**src/rtl/serial_tx.sv**
```systemverilog
// Parallel-in, serial-out frame transmitter: start bit, WIDTH data bits LSB-first,
// stop bit, each bit held for DIV clocks; done pulses once the frame has ended.
module serial_tx #(
  parameter int WIDTH = 4,
  parameter int DIV   = 4
) (
  input  logic             clk,
  input  logic             reset,
  input  logic             en,
  input  logic [WIDTH-1:0] d,
  output logic             ready,
  output logic             busy,
  output logic             tx,
  output logic             done
);

  localparam int DIV_W = (DIV > 1) ? $clog2(DIV) : 1;
  localparam int BIT_W = (WIDTH > 1) ? $clog2(WIDTH) : 1;

  typedef enum logic [1:0] {
    S_IDLE  = 2'd0,
    S_START = 2'd1,
    S_DATA  = 2'd2,
    S_STOP  = 2'd3
  } state_t;

  state_t             state_q, state_d;
  logic [WIDTH-1:0]   shift_q, shift_d;
  logic [DIV_W-1:0]   div_q, div_d;
  logic [BIT_W-1:0]   bit_q, bit_d;
  logic               tx_q, tx_d;
  logic               done_q, done_d;
  logic               div_end;

  // Handshake: a word is taken on any rising edge where en && ready; ready is
  // the registered IDLE state, so en is never queued while a frame is running.
  assign div_end = (div_q == DIV_W'(DIV - 1));

  always_comb begin
    state_d = state_q;
    shift_d = shift_q;
    div_d   = div_q;
    bit_d   = bit_q;
    done_d  = 1'b0;
    tx_d    = 1'b1;

    case (state_q)
      S_IDLE: begin
        if (en) begin
          shift_d = d;
          bit_d   = '0;
          div_d   = '0;
          state_d = S_START;
        end
      end
      S_START: begin
        if (div_end) begin
          div_d   = '0;
          state_d = S_DATA;
        end else begin
          div_d = div_q + DIV_W'(1);
        end
      end
      S_DATA: begin
        if (div_end) begin
          div_d   = '0;
          shift_d = shift_q >> 1;
          bit_d   = bit_q + BIT_W'(1);
          if (bit_q == BIT_W'(WIDTH - 1)) begin
            state_d = S_STOP;
          end
        end else begin
          div_d = div_q + DIV_W'(1);
        end
      end
      S_STOP: begin
        if (div_end) begin
          div_d   = '0;
          state_d = S_IDLE;
          done_d  = 1'b1;
        end else begin
          div_d = div_q + DIV_W'(1);
        end
      end
      default: state_d = S_IDLE;
    endcase

    // Line level is decoded from the next state so tx comes straight off a flop.
    case (state_d)
      S_START: tx_d = 1'b0;
      S_DATA:  tx_d = shift_d[0];
      default: tx_d = 1'b1;
    endcase
  end

  always_ff @(posedge clk or posedge reset) begin
    if (reset) begin
      state_q <= S_IDLE;
      shift_q <= '0;
      div_q   <= '0;
      bit_q   <= '0;
      tx_q    <= 1'b1;
      done_q  <= 1'b0;
    end else begin
      state_q <= state_d;
      shift_q <= shift_d;
      div_q   <= div_d;
      bit_q   <= bit_d;
      tx_q    <= tx_d;
      done_q  <= done_d;
    end
  end

  assign busy  = (state_q != S_IDLE);
  assign ready = (state_q == S_IDLE);
  assign tx    = tx_q;
  assign done  = done_q;

endmodule
```
**config.mk**
```make
export PLATFORM = sky130hd
export DESIGN_NAME = serial_tx
export DESIGN_NICKNAME = d
export VERILOG_FILES = /design/src/rtl/serial_tx.sv
export SDC_FILE = /design/constraint.sdc
export NUM_CORES = 1
export LEC_CHECK = 0
export BUFFER_PORTS_ARGS = -buffer_cell sky130_fd_sc_hd__buf_2
export CAP_MARGIN = 0
export CORE_MARGIN = 1.5
export CORE_UTILIZATION = 30
export DETAILED_ROUTE_END_ITERATION = 7
export HOLD_SLACK_MARGIN = 0.08
export SLEW_MARGIN = 40
export SYNTH_ARGS = -nofsm -noshare
export SYNTH_HDL_FRONTEND = slang
export SYNTH_SLANG_ARGS = --single-unit
```
**constraint.sdc**
```tcl
create_clock -name clk -period 1.5 [get_ports clk]
set_clock_uncertainty 0.15 [all_clocks]
set_input_delay 0.375 -clock clk [delete_from_list [all_inputs] [get_ports clk]]
set_output_delay 0.375 -clock clk [all_outputs]
set_load 0.1 [all_outputs]
```
# ---- Yosys cells after proc, flatten, opt, wreduce, memory -nomap -nowiden
# Cells that the tools add are included.
dict set report classes {
  n_addsub 2
  n_eq_ne 9
  n_mux 17
  n_reduce_logical 5
}
# operator count
set op_table {}
lappend op_table {{$mux W2} 8}
lappend op_table {{$eq A2 B2 Y1 const B} 5}
lappend op_table {{$mux W4} 2}
lappend op_table {{$pmux W2 S2} 2}
lappend op_table {{$pmux W2 S4} 1}
lappend op_table {{$pmux W4 S2} 1}
lappend op_table {{$add A2 B1 Y2 const B} 2}
lappend op_table {{$eq A2 B1 Y1 const B} 2}
lappend op_table {{$ne A2 B2 Y1 const B} 2}
lappend op_table {{$reduce_bool A2 Y1} 2}
lappend op_table {{$reduce_and A3 Y1} 1}
lappend op_table {{$reduce_or A3 Y1} 1}
lappend op_table {{$logic_not A2 Y1} 1}
lappend op_table {{$mux W1} 2}
lappend op_table {{$pmux W1 S2} 1}
dict set report word_totals {
  ff_bits 12
  out_inout_bits 4
}

# ---- Longest topological paths before layout
dict set report depth {
  depth_word 6
  depth_mapped 4
  depth_no_buf 4
}

# ---- Worst setup path before layout
# No wires, ideal clock.
dict set report synth_path {
  path_type {reg2out}
  startpoint {register state_q[1]}
  endpoint {output port busy}
  slack_ns -1.311
  path_buffers 1
  arrival_ns 2.286
  required_ns 0.975
  stages_incl_launch_ff 4
  cell_sequence {dfrtp_1 > buf_2 > nor2_2 > inv_1}
}
dict set report synth_between {
  elab_chain_cells 1
}
# item line_no
set synth_lines {}
lappend synth_lines {{from (decl)} 27} ;# state_t state_q, state_d;
lappend synth_lines {{from (signal assigned)} 105} ;# state_q <= state_d;
lappend synth_lines {{$reduce_bool A2 Y1} 114} ;# assign busy = (state_q != S_IDLE);
lappend synth_lines {{to (decl)} 12} ;# output logic busy,
# Every way passes these cells.

# ---- Worst setup path after layout
dict set report layout_path {
  startpoint {register state_q[0]}
  endpoint {output port busy}
}
# The elaborated chain is that of the path after synthesis.

==> results_dict.tcl <==
set metrics [dict create \
    status "finished, violations left" \
    violations "setup timing" \
    grt_max_degree 15 \
    clk_path_buf_depth 2 \
    power.density_nw_per_um2 2377 \
    io_pins 11 \
    setup_viol 5 \
    top_layer "met4" \
    grt_remaining_overflow 0 \
    clkSinkCount 12 \
    drt_iter0_drc 6 \
    viasPerCell 4.913 \
    slew_viol_final 0 \
    rsz0062_at_grt "yes" \
    finalCritPeriodShare_pct 110.4 \
    die_area_um2 2391 \
    setup_ws_ns -0.1557 \
    clock_latency_ns 0.28 \
    cp.arrival_ns 1.13 \
    cp_max_fo 3 \
    routedWlPerCell_um 12.70 \
    whs_path_depth 3 \
    yosysSeqAreaShare_pct 47.72 \
    layout_common_cells "dfrtp_1, buf_4, o21ai_0" \
    drive_gt1_share_pct 42.05 \
    coreArea_um2 1982 \
    ys_ff_latch 12 \
    syn-mean-instance-area_um2 9.721 \
    layout.nets 99 \
    reg2reg_to "shift_q[2]" \
    fin_cells 115 \
    io_buffers 10 \
    cts_made_buffers 3 \
    die_w_um 48.90 \
    die_h_um 48.90 \
    grt_pass1_wl_um 2580 \
    num_rows 16 \
    worstHoldEndpoint "shift_q[2]" \
    clk_pin_slew_worst_paths_ns 0.08 \
    dp.cells 107 \
    cap_violations 0 \
    finalCriticalPeriod_ns 1.656 \
    path_buf_inv 2 \
    totalWireLength_um 1460 \
    hold_class "in2reg" \
    leakage_uw 0.0004340 \
    drcViolationCount 0 \
    htreeDepth 1 \
    syn_area_um2 631.9 \
    reg2regPathDepth 4 \
    hpwl_um 962.7 \
    endpoint_kind "output port" \
    initial_utilization_pct 31.88 \
    cts_root_buf "clkbuf_4" \
    fin_hold_ws_ns 0.1731 \
    peakVddDrop_uv 1246 \
    grt.total_usage_pct 14.44 \
    final_common_cell "dfrtp_1" \
    hold_viol 0 \
    dr_wl_met2_um 711 \
    ys_types 25 \
    wl_met1_um 662 \
    gp_congestion 0.7516 \
    antenna_found_initial 0 \
    worstMarginPinSlew_ns 0.4697 \
    r2r_setup_slack_ns -0.05 \
    first_global_vias 565 \
    relSlewSlack_pct 68.65 \
    min_from "d[2]" \
    fmax_ghz 0.6040 \
    antenna_left 0 \
    startpoint_type "flip-flop" \
    placed_area_um2 834.6 \
    cp_slowest_cell "dfrtp_1" \
    syn_nets 75 \
    via_count 565 \
    slowest_delay_ns 0.43 \
    crit_type "reg2out" \
    required_ns 0.97 \
    wl_met3_um 78 \
    path_cells "nor2_4, inv_2, buf_12" \
    n_antenna_cell 0 \
    syn2layout_area_growth_pct 51.49 \
    cts_tree "done" \
    yosysWarnings 0 \
    nFillCells 185 \
    critPathTopFamily "flip-flops" \
    r2r_start "state_q[1]" \
    post-route-cell-area_um2 957.2 \
    drtPass1Iterations 4 \
    synth_cells 65 \
    finalPower_uw 2275 \
]
==> per-stage QoR <==
stage | TNS, ns | worst slack (ns) | util (%)
global placement | 0 | 0.01730 | 42.11
detailed placement | -0.04562 | -0.02706 | 42.11
global route | -0.6182 | -0.1960 | 48.30
finish | -0.3695 | -0.1557 | 48.30
CTS | -0.4671 | -0.1579 | 45.83
floorplan | -1.412 | -0.7433 | -
==> sequential cells by signal, indices dropped and copies added (netlist names) <==
register	count
done	1
div_q	2
tx	1
bit_q	2
shift_q	4
state_q	2
==> cells by family after synthesis <==
group	Yosys count	synth area share (%)
and+or+nand+nor	21	19.21
AOI/OAI and AO/OA	18	17.62
DFF	12	47.72
buffers and inverters	8	4.949
adders and majority gates	3	5.941
muxes	2	3.168
xor gates and xnor gates	1	1.386
==> where the power goes <==
group / switching, µW / internal, µW / leakage [µW]
registers: 120 / 488 / 0.000145
clock network: 116 / 148 / 0.0000210
logic: 781 / 623 / 0.000268
==> routing by layer <==
layer	vias to the layer above	track usage [%]
met3	2	5.521
li1	279	-
met2	19	22.15
met5	-	0
met1	265	20.08
met4	0	1.429
==> timing repair <==
action / 4_1_cts / 5_1_grt
endpoints found under the hold margin: 11 / 0
pin swaps: 2 / 4
setup buffers: 3 / 2
setup endpoints to repair: 5 / 8
gates resized for setup: 3 / 9
hold buffers: 1 / 0
==> Yosys cell counts <==
cell type	n	area, µm²
mux2i_1	2	20.02
a21bo_2	1	10.01
nor3b_1	1	7.510
dfstp_2	1	26.28
xnor2_1	1	8.760
dfrtp_1	11	275.3
or4b_1	2	20.02
o211a_1	1	10.01
nor2_2	1	6.260
a21boi_0	1	7.510
o21ai_0	8	40.04
nand2_1	6	22.52
buf_2	1	5.000
nor2_1	1	3.750
a21oi_1	2	10.01
inv_1	4	15.01
o22ai_1	1	6.260
nand3_1	6	30.03
nand3b_1	2	15.01
and3_1	1	6.260
a31oi_1	2	12.51
ha_1	3	37.54
clkbuf_1	3	11.26
and4b_1	1	10.01
o31ai_1	2	15.01
==> area by class of cell <==
type                            count  area [µm²]  share of cell area (%)
Sequential cell                    12       302.8                   31.63
Inverter                            4       15.01                   1.569
Multi-Input combinational cell     45       347.8                   36.34
Timing Repair Buffer               23       221.5                   23.14
Tap cell                           27       33.78                   3.529
Clock buffer                        4       36.28                   3.791
==> worst max path at each step <==
stage | startpoint | end | slack (ns) | cells past startpoint
floorplan | state_q[1] | busy | -0.74 | 3
global placement | div_q[0] | shift_q[2] | 0.02 | 4
detailed placement | div_q[0] | shift_q[2] | -0.03 | 4
CTS | state_q[1] | busy | -0.16 | 3
global route | state_q[0] | busy | -0.20 | 3
finish | state_q[0] | busy | -0.16 | 3
==> worst register-to-register path: cells and delay by family, from the launching register on <==
family | cells | cell delay, ns
muxes | 1 | 0.19
DFF | 1 | 0.44
and+or+nand+nor | 2 | 0.57
buffers and inverters | 1 | 0.14
(Power assumes the default switching activity.)
